### src/rtl/mult_pkg.sv
// Shared types and sizing helpers for the dot-product multiply sequencer.
package mult_pkg;

   typedef enum logic [2:0] {
      IDLE,
      ISSUE,
      ARM,
      WAIT,
      OUT
   } state_t;

   localparam int DEF_WIDTH   = 32;
   localparam int DEF_MAX_LEN = 16;

   // Enough headroom for MAX_LEN full-scale products.
   function automatic int acc_width(input int width, input int max_len);
      return width + $clog2(max_len);
   endfunction

   function automatic int cnt_width(input int max_len);
      return $clog2(max_len) + 1;
   endfunction

endpackage

### src/rtl/mult_dot_seq.sv
// Issues one multiply per accepted operand pair and accumulates the products
// into a dot-product sum that is presented once per vector.
//
// state | meaning
// IDLE  | ready for the next operand pair
// ISSUE | start pulse to the multiplier
// ARM   | skip one cycle so a stale done from the previous product is ignored
// WAIT  | waiting for mult_done, then accumulate
// OUT   | sum presented until the consumer takes it
module mult_dot_seq
   import mult_pkg::*;
#(
   parameter int WIDTH   = DEF_WIDTH,
   parameter int MAX_LEN = DEF_MAX_LEN,
   parameter int ACC_W   = acc_width(WIDTH, MAX_LEN)
) (
   input  logic                          clk,
   input  logic                          reset,
   input  logic                          in_valid,
   output logic                          in_ready,
   input  logic [WIDTH/2-1:0]            in_a,
   input  logic [WIDTH/2-1:0]            in_b,
   input  logic                          in_last,
   output logic                          mult_start,
   output logic [WIDTH/2-1:0]            mult_a,
   output logic [WIDTH/2-1:0]            mult_b,
   input  logic [WIDTH-1:0]              mult_result,
   input  logic                          mult_done,
   output logic                          out_valid,
   input  logic                          out_ready,
   output logic [ACC_W-1:0]              out_sum,
   output logic [cnt_width(MAX_LEN)-1:0] out_count,
   output logic                          out_trunc
);

   localparam int OP_W  = WIDTH / 2;
   localparam int CNT_W = cnt_width(MAX_LEN);
   localparam logic [CNT_W-1:0] CNT_MAX = CNT_W'(MAX_LEN);

   state_t             state_q, state_d;
   logic               in_ready_q, in_ready_d;
   logic               mult_start_q, mult_start_d;
   logic [OP_W-1:0]    mult_a_q, mult_a_d;
   logic [OP_W-1:0]    mult_b_q, mult_b_d;
   logic               out_valid_q, out_valid_d;
   logic [ACC_W-1:0]   out_sum_q, out_sum_d;
   logic [CNT_W-1:0]   out_count_q, out_count_d;
   logic               out_trunc_q, out_trunc_d;
   logic [ACC_W-1:0]   acc_q, acc_d;
   logic [CNT_W-1:0]   cnt_q, cnt_d;
   logic               last_q, last_d;
   logic [ACC_W-1:0]   acc_sum;
   logic               vec_end;

   assign acc_sum = acc_q + ACC_W'(mult_result);
   assign vec_end = last_q || (cnt_q == CNT_MAX);

   always_comb begin
      state_d      = state_q;
      in_ready_d   = in_ready_q;
      mult_start_d = mult_start_q;
      mult_a_d     = mult_a_q;
      mult_b_d     = mult_b_q;
      out_valid_d  = out_valid_q;
      out_sum_d    = out_sum_q;
      out_count_d  = out_count_q;
      out_trunc_d  = out_trunc_q;
      acc_d        = acc_q;
      cnt_d        = cnt_q;
      last_d       = last_q;
      unique case (state_q)
         IDLE: begin
            if (in_valid) begin
               mult_a_d     = in_a;
               mult_b_d     = in_b;
               last_d       = in_last;
               cnt_d        = cnt_q + CNT_W'(1);
               in_ready_d   = 1'b0;
               mult_start_d = 1'b1;
               state_d      = ISSUE;
            end
         end
         ISSUE: begin
            mult_start_d = 1'b0;
            state_d      = ARM;
         end
         ARM: begin
            state_d = WAIT;
         end
         WAIT: begin
            if (mult_done) begin
               acc_d = acc_sum;
               if (vec_end) begin
                  out_valid_d = 1'b1;
                  out_sum_d   = acc_sum;
                  out_count_d = cnt_q;
                  out_trunc_d = !last_q && (cnt_q == CNT_MAX);
                  state_d     = OUT;
               end else begin
                  in_ready_d = 1'b1;
                  state_d    = IDLE;
               end
            end
         end
         OUT: begin
            if (out_ready) begin
               acc_d       = '0;
               cnt_d       = '0;
               out_valid_d = 1'b0;
               in_ready_d  = 1'b1;
               state_d     = IDLE;
            end
         end
         default: begin
            in_ready_d = 1'b1;
            state_d    = IDLE;
         end
      endcase
   end

   always_ff @(posedge clk) begin
      if (reset) begin
         state_q      <= IDLE;
         in_ready_q   <= 1'b1;
         mult_start_q <= 1'b0;
         mult_a_q     <= '0;
         mult_b_q     <= '0;
         out_valid_q  <= 1'b0;
         out_sum_q    <= '0;
         out_count_q  <= '0;
         out_trunc_q  <= 1'b0;
         acc_q        <= '0;
         cnt_q        <= '0;
         last_q       <= 1'b0;
      end else begin
         state_q      <= state_d;
         in_ready_q   <= in_ready_d;
         mult_start_q <= mult_start_d;
         mult_a_q     <= mult_a_d;
         mult_b_q     <= mult_b_d;
         out_valid_q  <= out_valid_d;
         out_sum_q    <= out_sum_d;
         out_count_q  <= out_count_d;
         out_trunc_q  <= out_trunc_d;
         acc_q        <= acc_d;
         cnt_q        <= cnt_d;
         last_q       <= last_d;
      end
   end

   assign in_ready   = in_ready_q;
   assign mult_start = mult_start_q;
   assign mult_a     = mult_a_q;
   assign mult_b     = mult_b_q;
   assign out_valid  = out_valid_q;
   assign out_sum    = out_sum_q;
   assign out_count  = out_count_q;
   assign out_trunc  = out_trunc_q;

endmodule

### config.mk
export PLATFORM = sky130hd
export DESIGN_NAME = mult_dot_seq
export DESIGN_NICKNAME = d
export VERILOG_FILES = /design/src/rtl/mult_pkg.sv /design/src/rtl/mult_dot_seq.sv
export SDC_FILE = /design/constraint.sdc
export NUM_CORES = 1
export LEC_CHECK = 0
export CAP_MARGIN = 40
export CORE_UTILIZATION = 56
export CTS_BUF_LIST = sky130_fd_sc_hd__clkbuf_2 sky130_fd_sc_hd__clkbuf_4 sky130_fd_sc_hd__clkbuf_8
export DETAILED_ROUTE_END_ITERATION = 8
export PLACE_DENSITY = 0.88
export RECOVER_POWER = 25
export SYNTH_ARGS = -nofsm -noshare
export SYNTH_HDL_FRONTEND = slang
export SYNTH_SLANG_ARGS = --single-unit
### constraint.sdc
create_clock -name clk -period 6.5 [get_ports clk]
set_input_delay 1.3 -clock clk [delete_from_list [all_inputs] [get_ports clk]]
set_output_delay 1.3 -clock clk [all_outputs]
set_load 0.01 [all_outputs]
After elaboration in Yosys (flattened, before gate mapping)
Index checks and enable logic that the tools add are counted.
{"block": "op_classes", "n_addsub": 2, "eq_ne": 10, "n_mux": 22, "n_bitwise": 1, "reduce_logical": 16}
{"cell": "36-bit 2-to-1 mux", "n": 2}
{"cell": "36-bit one-hot mux with 2 select lines", "n": 1}
{"cell": "36-bit by 32-bit adder with 36-bit output", "n": 1}
{"cell": "3-bit one-hot mux with 5 select lines", "n": 1}
{"cell": "3-bit 2-to-1 mux", "n": 4}
{"cell": "3-bit AND reduction", "n": 4}
{"cell": "5-bit 2-to-1 mux", "n": 2}
{"cell": "2-bit != test, second input constant", "n": 5}
{"cell": "5-bit one-hot mux with 2 select lines", "n": 1}
{"cell": "1-bit 2-to-1 mux", "n": 8}
{"cell": "3-bit by 2-bit == test with 1-bit output, second input constant", "n": 2}
{"cell": "2-bit nonzero test", "n": 3}
{"cell": "5-bit by 1-bit adder with 5-bit output, second input constant", "n": 1}
{"cell": "5-bit == test, second input constant", "n": 1}
{"cell": "5-bit AND reduction", "n": 1}
{"cell": "1-bit one-hot mux with 2 select lines", "n": 2}
{"cell": "1-bit one-hot mux with 4 select lines", "n": 1}
{"cell": "2-bit AND reduction", "n": 2}
{"cell": "4-bit AND reduction", "n": 1}
{"cell": "3-bit by 1-bit == test with 1-bit output, second input constant", "n": 1}
{"cell": "3-bit == test, second input constant", "n": 1}
{"cell": "3-bit logical NOT", "n": 1}
{"cell": "2-bit OR reduction", "n": 1}
{"cell": "1-bit logical AND", "n": 1}
{"cell": "3 further kinds", "n": 3}
{"block": "word_totals", "regBits": 122, "out_inout_bits": 77, "wordCells": 63}

Logic depth before layout (Yosys ltp)
Gate-level depths: netlist of the first run.
{"block": "logic_depth", "ltp_word": 5, "depth_mapped": 10}

Worst setup path before layout of the first run
Ideal clock, no wire load.
{"block": "synth_timing", "path_kind": "input to register", "from": "in mult_result[28]", "to": "reg out_sum_q[34] (netlist: out_sum[34])", "setup_time_ps": 91, "t_arrival_ps": 3382, "t_required_ps": 6409, "slack_ps": 3027, "cell_stages": 9, "path_buffers": 1, "cell_sequence": "ha_1 buf_2 nand3_2 or3_4 nor3_2 o211ai_1 a311o_1 or3_1 a311oi_1"}
{"block": "synth_between", "elab_chain_len": 1}
{"element": "start, declared", "line_no": "mult_dot_seq.sv:27", "rtl": "input logic [WIDTH-1:0] mult_result,"}
{"element": "36-bit by 32-bit adder with 36-bit output", "line_no": "mult_dot_seq.sv:55", "rtl": "assign acc_sum = acc_q + ACC_W'(mult_result);"}
{"element": "end signal, assigned", "line_no": "mult_dot_seq.sv:142", "rtl": "out_sum_q <= out_sum_d;"}
{"element": "end, declared", "line_no": "mult_dot_seq.sv:46", "rtl": "logic [ACC_W-1:0] out_sum_q, out_sum_d;"}
No other way between the ends.
A chain may end at the register's enable or synchronous reset.

Worst setup path after layout of the first run
{"block": "layout_timing", "from": "in mult_result[0]", "to": "reg out_sum_q[34] (netlist: out_sum[34])"}
Same word-level chain as after synthesis.

==> results of run 1 <==
## layer usage
metal | part of all wire, % | up-vias
li1 | - | 3089
met1 | 43 | 2887
met2 | 47 | 258
met3 | 6.2 | 49
met4 | 3.2 | 0
met5 | 0 | -
## metrics by stage
| step | utilization, % | hold WS, ns | total power [mW] | cells | instance area (um2) |
|---|---|---|---|---|---|
| 2_1_floorplan | - | 0.429 | 0.952 | 806 | 6280 |
| 3_3_place_gp | 71.5 | 0.441 | 1.06 | 1048 | 7790 |
| 3_5_place_dp | 71.8 | 0.446 | 1.07 | 1051 | 7820 |
| 4_1_cts | 74.9 | 0.455 | 1.64 | 1083 | 8160 |
| 5_1_grt | 74.7 | 0.474 | 1.71 | 1083 | 8130 |
| 6_report | 74.7 | 0.454 | 1.64 | 1083 | 8130 |
## flip-flops by register name, indices dropped and copies added (netlist names)
signal,cells
acc_q,36
out_sum,36
mult_a,16
mult_b,16
cnt_q,5
out_count,5
state_q,3
in_ready,1
last_q,1
mult_start,1
out_trunc,1
out_valid,1
## synthesized netlist by cell type (3+ instances only)
| cell | number | share of area, % |
|---|---|---|
| nand3b_1 | 7 | 0.84 |
| a31oi_1 | 11 | 1.1 |
| nand3_1 | 26 | 2.1 |
| nor2b_1 | 6 | 0.60 |
| o31ai_1 | 3 | 0.36 |
| nor2_1 | 48 | 2.9 |
| or3_1 | 5 | 0.50 |
| ha_1 | 34 | 6.8 |
| nor3_1 | 10 | 0.80 |
| xor2_1 | 13 | 1.8 |
| nand2_1 | 177 | 11 |
| or2_2 | 3 | 0.30 |
| o211ai_1 | 8 | 0.96 |
| a22oi_1 | 4 | 0.48 |
| a21oi_1 | 114 | 9.1 |
| o21bai_1 | 3 | 0.36 |
| a211oi_1 | 9 | 1.1 |
| and3_1 | 10 | 1.0 |
| a22o_1 | 10 | 1.4 |
| dfxtp_1 | 122 | 39 |
| buf_2 | 6 | 0.48 |
| clkbuf_1 | 40 | 2.4 |
| nand4_1 | 9 | 0.90 |
| inv_1 | 12 | 0.72 |
| a21o_1 | 11 | 1.3 |
| o21ai_0 | 28 | 2.2 |
| o21a_1 | 4 | 0.48 |
| buf_1 | 5 | 0.30 |
| nor3b_1 | 4 | 0.48 |
| nand2b_1 | 5 | 0.50 |
| xnor2_1 | 20 | 2.8 |
## logic make-up (layout without fill, tap and decap cells)
group	after synthesis	after routing	synth area share, %
AOI/OAI and AO/OA	227	227	21.9
xor gates and xnor gates	33	33	4.60
adders and majority gates	35	35	7.09
buffers and inverters	64	201	4.00
DFF	122	122	38.9
muxes	1	1	0.159
and+or+nand+nor	324	324	23.4
## critical path, stage by stage
cell             delay, ns
clkdlybuf4s50_1       0.47
ha_1                  0.19
fa_1                  0.23
a21oi_1               0.11
o211ai_1              0.40
and4_1                0.29
o211ai_1              0.14
a311o_1               0.44
or3_1                 0.34
a311oi_1              0.27
## power by group through the flow
stage,clock network (mW),registers [mW],logic [mW]
floorplan,0,0.811,0.141
global placement,0,0.807,0.256
detailed placement,0,0.809,0.260
CTS,0.586,0.792,0.262
global route,0.629,0.794,0.286
finish,0.582,0.791,0.262
## area by class of cell
class	instances	area [um2]	area share, %
clock buffers	20	263	3.23
clock inverters	12	77.6	0.954
inverters	12	45.0	0.554
multi-input cells	620	3590	44.2
flip-flops and latches	122	2440	30.0
well taps	140	175	2.15
repair buffers	157	1540	18.9
## placed cells by master (no fill, tap or decap), drive strengths merged, types with 3 or more instances in the layout
cell type,count
nor2b,6
or3,6
nor3,11
nor2,48
or2,3
o211ai,8
o21ai,28
nor3b,4
a22oi,4
a21o,11
clkbuf,23
o21bai,3
clkinv,8
xor2,13
a21oi,114
nand3,27
buf,9
nand2b,5
nand3b,7
nand4,9
a31oi,11
inv,12
clkinvlp,4
clkdlybuf4s50,140
o21a,4
dlygate4sd3,5
nand2,177
o31ai,3
ha,34
xnor2,20
dfxtp,122
and3,10
a211oi,9
a22o,10
## path summary, 6_finish.rpt
kind	startpoint	endpoint	slack [ns]	cells after the start
worst min register to register	mult_a[13]	mult_a[13]	0.45	2
worst max-delay path	mult_result[0]	out_sum[34]	2.65	10
worst min-delay path	mult_a[13]	mult_a[13]	0.45	2
worst max register to register	acc_q[0]	out_sum[34]	3.65	9
==> impl_metrics.toml, run 1 <==
[run_status]
outcome = "finished, violations left"
failed_checks = "max-capacitance violations, max-slew violations"

[route]
drt_wl_total_um = 17500
firstDrtPassIters = 6
drc = 0
vias_per_cell = 5.80
avgRoutedWirePerCell_um = 16.1
antenna_left = 0
drt-initial-drc-count = 546
vias = 6283

[pwr]
power_switching_mw = 0.461
p_leak_nw = 3.07
pwr-share-seq_pct = 48.4
share_comb_of_total_power_pct = 16.0
swShare_pct = 28.2
peakVddDrop_v = 0.000162
clkPwrFrac_pct = 35.6
power.internal_mw = 1.17
power.density_nw_per_um2 = 201

[run]
cap_viol_max_count = 2

[critical_path]
critPathArrivalTime_ns = 4.18
setup.worst_path.start_class = "input pin"
critPathRequiredTime_ns = 6.84
end_kind = "register"
critPathMaxFanout = 7
critPathKind = "in -> reg"

[timing]
tns_ns = 0
setup_viol = 0
layout_setup_ws_ns = 2.65
fmax_mhz = 260
grt_setup_unrepaired = "false"
finalCritPeriodShare_pct = 59.2
tightest_slew_ns = 2.66
relSlewSlack_pct = -77.4
slew_viol_final = 100
fin_worst_skew_ns = 0.0170
hold_viol_final = 0
fin_crit_ns = 3.85

[synth]
ys_types = 61
synth_nets = 911
netlist_instances = 806
netlist_area_um2 = 6280
synth_edf_count = 0
yosysWarnings = 0
synth_ff_type = "dfxtp_1"
ys_seq_elements = 122
syn_area_per_cell_um2 = 7.79
ys_seq_area_share_pct = 38.9
async_flop_share_pct = 0

[die]
core-area_um2 = 10900
dieArea_um2 = 11600
die_h_um = 108
start_util_pct = 57.7
ioPinCount = 147
die_width_um = 108
rows = 38

[grt]
antenna_found_initial = 0
use_met1_pct = 38.8
grt_usage_pct = 30.6
top_usage_layer = "met2"
grt_util_met3_pct = 5.69
met2_usage_pct = 50.4
grt_max_degree = 63
grt_pass1_vias = 5851
grt.overflow.total = 0
grt_first_pass_wirelength_um = 27700

[clock_network]
ctsResizeCount = 0
max-clock-path-buffers = 2
cts_setup_buffers = 0
clk_pin_slew_ns = 0.07
cts_hold_buf = 0
cts_tree = "yes"
cts_inserted_buffers = 17
cts.sinks = 122
cts-root-buf = "clkbuf_8"
insertion_delay_ns = 0.44
htree_levels = 4

[final_layout]
num-fill-cells = 841
antennaDiodeCount = 0
layout.nets = 1035
drive_gt1_share_pct = 5.41
synthToLayoutAreaGrowth_pct = 29.4

[placed_design]
dp_hpwl_um = 12500
post-place-ws_ns = 2.24
portBuffers = 146
gp_congestion = 0.921

[min_path]
hp-class = "reg -> reg"
(Power assumes the default switching activity.)
==> run 2: changes to the inputs <==
Settings changed: CORE_UTILIZATION 56 to 47, PLACE_DENSITY 0.88 to 0.79.
Clock period 6.5 ns to 3.4 ns, I/O delays scaled along.
==> impl_metrics.toml, run 2 (synthesis gave the netlist of run 1 again) <==
[timing]
fin_crit_ns = 3.04
tightest_slew_ns = 1.61
fmax_mhz = 329
finalCritPeriodShare_pct = 89.5
fin_worst_skew_ns = 0.0102
relSlewSlack_pct = -7.24
grt_setup_unrepaired = "false"
layout_setup_ws_ns = 0.356
setup_viol = 0
slew_viol_final = 37
tns_ns = 0
hold_viol_final = 0

[clock_network]
cts.sinks = 122
cts-root-buf = "clkbuf_8"
clk_pin_slew_ns = 0.07
htree_levels = 4
cts_setup_buffers = 0
cts_inserted_buffers = 17
max-clock-path-buffers = 2
ctsResizeCount = 0
cts_hold_buf = 0
insertion_delay_ns = 0.45
cts_tree = "yes"

[placed_design]
placed_area_um2 = 8050
gp_congestion = 0.928
dp_hpwl_um = 12800
portBuffers = 146
post-place-ws_ns = -0.0739

[pwr]
power_switching_mw = 0.893
power.density_nw_per_um2 = 392
clkPwrFrac_pct = 38.5
power_mw = 3.30
pwr-share-seq_pct = 45.8
share_comb_of_total_power_pct = 15.8
p_leak_nw = 3.22
swShare_pct = 27.1
peakVddDrop_v = 0.000438
power.internal_mw = 2.41

[critical_path]
r2r_cells = 9
reg2reg_from = "acc_q[13]"
critPathKind = "in -> reg"
critPathMaxFanout = 7
cpMostUsedCell = "o211ai_1"
crit_path_cell_trace = "clkdlybuf4s50_1, ha_1, fa_1, a21oi_1, o211ai_1, and4_1, o211ai_1, a311o_1, or3_1, a311oi_1"
critPathArrivalTime_ns = 3.38
end_kind = "register"
reg2reg_to = "out_sum[31]"
slowest_delay_ns = 0.46
crit_slowest_cell = "clkdlybuf4s50_1"
critPathRequiredTime_ns = 3.74
r2r_setup_slack_ns = 0.69
setup.worst_path.start_class = "input pin"

[final_layout]
final_cell_area_um2 = 8410
num-fill-cells = 1109
fin_util_pct = 65.6
antennaDiodeCount = 0
layout_commonest_cell = "nand2_1"
most-common-layout-cells = "nand2_1, clkdlybuf4s50_1, dfxtp_1, a21oi_1, nor2_1"
synthToLayoutAreaGrowth_pct = 33.9
layout.nets = 1062
drive_gt1_share_pct = 8.14

[die]
core-area_um2 = 12800
die_h_um = 118
start_util_pct = 49.0
dieArea_um2 = 13800
ioPinCount = 147
rows = 41
die_width_um = 118

[route]
maxUsedRoutingLayer = "met4"
drc = 0
wl_met3_um = 1050
routed-wl-met2_um = 8460
vias = 6216
avgRoutedWirePerCell_um = 15.6
vias_per_cell = 5.44
drt_wl_total_um = 17800
drt-initial-drc-count = 361
antenna_left = 0
firstDrtPassIters = 6
m1WireLength_um = 7990

[run_status]
outcome = "finished, violations left"
failed_checks = "max-capacitance violations, max-slew violations"

[grt]
grt_max_degree = 73
grt.overflow.total = 0
grt_first_pass_wirelength_um = 29100
antenna_found_initial = 0
grt_pass1_vias = 5787
grt_usage_pct = 26.2

[min_path]
whs_path_depth = 2
min_to = "out_count[2]"
hp-class = "reg -> reg"
holdCritStartpoint = "out_count[2]"

[run]
cap_viol_max_count = 2
-- run 2: cell type report --
cell class | count | area (um2) | area share [%]
multi-input combinational | 620 | 3590 | 42.7
clock inverter | 12 | 125 | 1.49
timing repair buffer | 184 | 1730 | 20.6
clock buffer | 20 | 263 | 3.12
sequential | 122 | 2440 | 29.0
inverter | 12 | 45.0 | 0.535
tap | 172 | 215 | 2.56
-- run 2: metrics by stage --
stage,std cells,hold slack (ns)
detailed placement,1110,0.446
global route,1142,0.469
floorplan,806,0.429
finish,1142,0.454
CTS,1142,0.455
global placement,1108,0.441
-- run 2: layer usage --
metal | GRT usage [%] | up-vias
met2 | 43.0 | 180
met4 | 9.78 | 0
met3 | 6.98 | 28
met1 | 32.9 | 2883
met5 | 0 | -
li1 | - | 3125
-- run 2: worst max-delay path by stage --
stage | from | endpoint | slack (ns) | depth (start not counted)
3_5_place_dp | mult_result[0] | out_sum[34] | -0.07 | 10
4_1_cts | mult_result[0] | out_sum[34] | 0.41 | 10
6_report | mult_result[0] | out_sum[34] | 0.36 | 10
5_1_grt | mult_result[0] | out_sum[34] | 0.20 | 10
2_1_floorplan | mult_result[28] | out_sum[34] | 0.55 | 9
3_3_place_gp | mult_result[0] | out_sum[34] | -0.03 | 10
-- run 2: critical path, delay by kind of cell --
family	cells	cell delay, ns
compound gates	5	1.25
simple gates	2	0.59
buf+inv	1	0.46
fa+ha+maj	2	0.40
-- run 2: power by group through the flow --
stage	Combinational [mW]	Clock (mW)	Sequential [mW]
floorplan	0.269	0	1.55
global placement	0.514	0	1.54
detailed placement	0.518	0	1.55
CTS	0.522	1.30	1.51
global route	0.567	1.38	1.52
finish	0.520	1.27	1.51
==> run 3: changes to the inputs <==
Settings changed: CORE_UTILIZATION 47 to 52, PLACE_DENSITY 0.79 to 0.83.
Clock period 3.4 ns to 2.9 ns, I/O delays scaled along.
==> impl_metrics.toml, run 3 (synthesis gave the netlist of run 1 again) <==
[final_layout]
synthToLayoutAreaGrowth_pct = 43.0
drive_gt1_share_pct = 15.4
most-common-layout-cells = "nand2_1, clkdlybuf4s50_1, dfxtp_1, a21oi_1, buf_4"
num-fill-cells = 832
antennaDiodeCount = 0
layout.nets = 1129
layout_commonest_cell = "nand2_1"
final_cell_area_um2 = 8980

[timing]
tns_ns = 0
relSlewSlack_pct = 15.9
setup_viol = 0
hold_viol_final = 0
finalCritPeriodShare_pct = 96.5
fin_worst_skew_ns = 0.0123
fmax_mhz = 357
tightest_slew_ns = 1.26
slew_viol_final = 0
fin_crit_ns = 2.80

[clock_network]
insertion_delay_ns = 0.46
cts_inserted_buffers = 17
cts.sinks = 122
max-clock-path-buffers = 2
cts_tree = "yes"
clk_pin_slew_ns = 0.07
cts-root-buf = "clkbuf_8"
htree_levels = 4

[placed_design]
portBuffers = 146
placed_area_um2 = 8500
dp_hpwl_um = 13400
gp_congestion = 0.884

[route]
firstDrtPassIters = 8
antenna_left = 0
drt_wl_total_um = 19000
drc = 6
vias = 6692
vias_per_cell = 5.68
drt-initial-drc-count = 523
avgRoutedWirePerCell_um = 16.2

[critical_path]
reg2reg_from = "acc_q[0]"
setup.worst_path.start_class = "input pin"
end_kind = "register"
reg2reg_to = "out_sum[34]"
slowest_delay_ns = 0.47
critPathKind = "in -> reg"
critPathMaxFanout = 5
crit_slowest_cell = "clkdlybuf4s50_1"
r2r_cells = 9
cpMostUsedCell = "o211ai_1"
critPathRequiredTime_ns = 3.27
critPathArrivalTime_ns = 3.17
crit_path_cell_trace = "clkdlybuf4s50_1, ha_4, nand2_1, o211ai_1, and4_1, o211ai_1, a311o_1, or3_1, a311oi_1"
r2r_setup_slack_ns = 0.24

[run_status]
outcome = "finished, violations left"
failed_checks = "design-rule violations"

[die]
die_width_um = 112
ioPinCount = 147
rows = 39
dieArea_um2 = 12500
core-area_um2 = 11600
die_h_um = 112
start_util_pct = 54.1

[min_path]
min_to = "mult_a[1]"
holdCritStartpoint = "mult_a[1]"
hp-class = "reg -> reg"
whs_path_depth = 2

[pwr]
power.density_nw_per_um2 = 440
peakVddDrop_v = 0.000332
p_leak_nw = 3.57

[grt]
grt.overflow.total = 0
grt_usage_pct = 30.5
grt_pass1_vias = 6377
antenna_found_initial = 0
grt_max_degree = 67
grt_first_pass_wirelength_um = 30400

[run]
cap_viol_max_count = 0
## run 3: cell type report
class,instances,area (um2),share of cell area [%]
Tap cell,143,179,1.99
Multi-Input combinational cell,620,3670,40.9
Inverter,12,45.0,0.501
Sequential cell,122,2440,27.2
Clock inverter,9,97.6,1.09
Timing Repair Buffer,251,2260,25.2
Clock buffer,21,283,3.15
## run 3: worst max path at each step
stage,startpoint,to,slack (ns),cells after the start
after floorplan,mult_result[28],out_sum[34],0.15,9
after detailed placement,mult_result[0],out_sum[32],-0.53,12
after global routing,mult_result[3],out_sum[34],-0.02,9
after CTS,mult_result[0],out_sum[34],0.0003,10
after global placement,mult_result[0],out_sum[32],-0.45,12
final,mult_result[3],out_sum[34],0.10,9
## run 3: metrics by stage
step | std cells | util, % | setup slack, ns | power [mW] | hold slack [ns]
finish | 1178 | 77.4 | 0.100 | 3.95 | 0.452
global route | 1178 | 77.4 | -0.0178 | 4.11 | 0.472
CTS | 1174 | 76.6 | 0.000332 | 3.95 | 0.455
detailed placement | 1143 | 73.2 | -0.527 | 2.47 | 0.446
global placement | 1141 | 73.0 | -0.451 | 2.46 | 0.439
floorplan | 806 | - | 0.147 | 2.13 | 0.429
## run 3: report_power, final
group	internal [mW]	switching (mW)	total, mW
clock	0.821	0.679	1.50
sequential	1.73	0.0406	1.77
combinational	0.342	0.337	0.679
## run 3: per-layer routing
layer  global-route usage, %  wire (um)
met1                    37.8       8250
met2                    49.4       8920
met3                    7.29       1250
met4                    15.4        606
met5                       0          0
## run 3: worst max-delay path, delay by kind of cell
kind	cells	cell delay, ns
buf+inv	1	0.47
fa+ha+maj	1	0.31
compound gates	4	1.06
simple gates	3	0.74
## run 3: timing repair
item | 4_1_cts | 5_1_grt
resized for setup | 2 | 18
setup endpoints to repair | 2 | 10
setup buffers | 1 | 4
pin swaps | 2 | 11
endpoints found under the hold margin | 0 | 0
hold buffers | 0 | 0
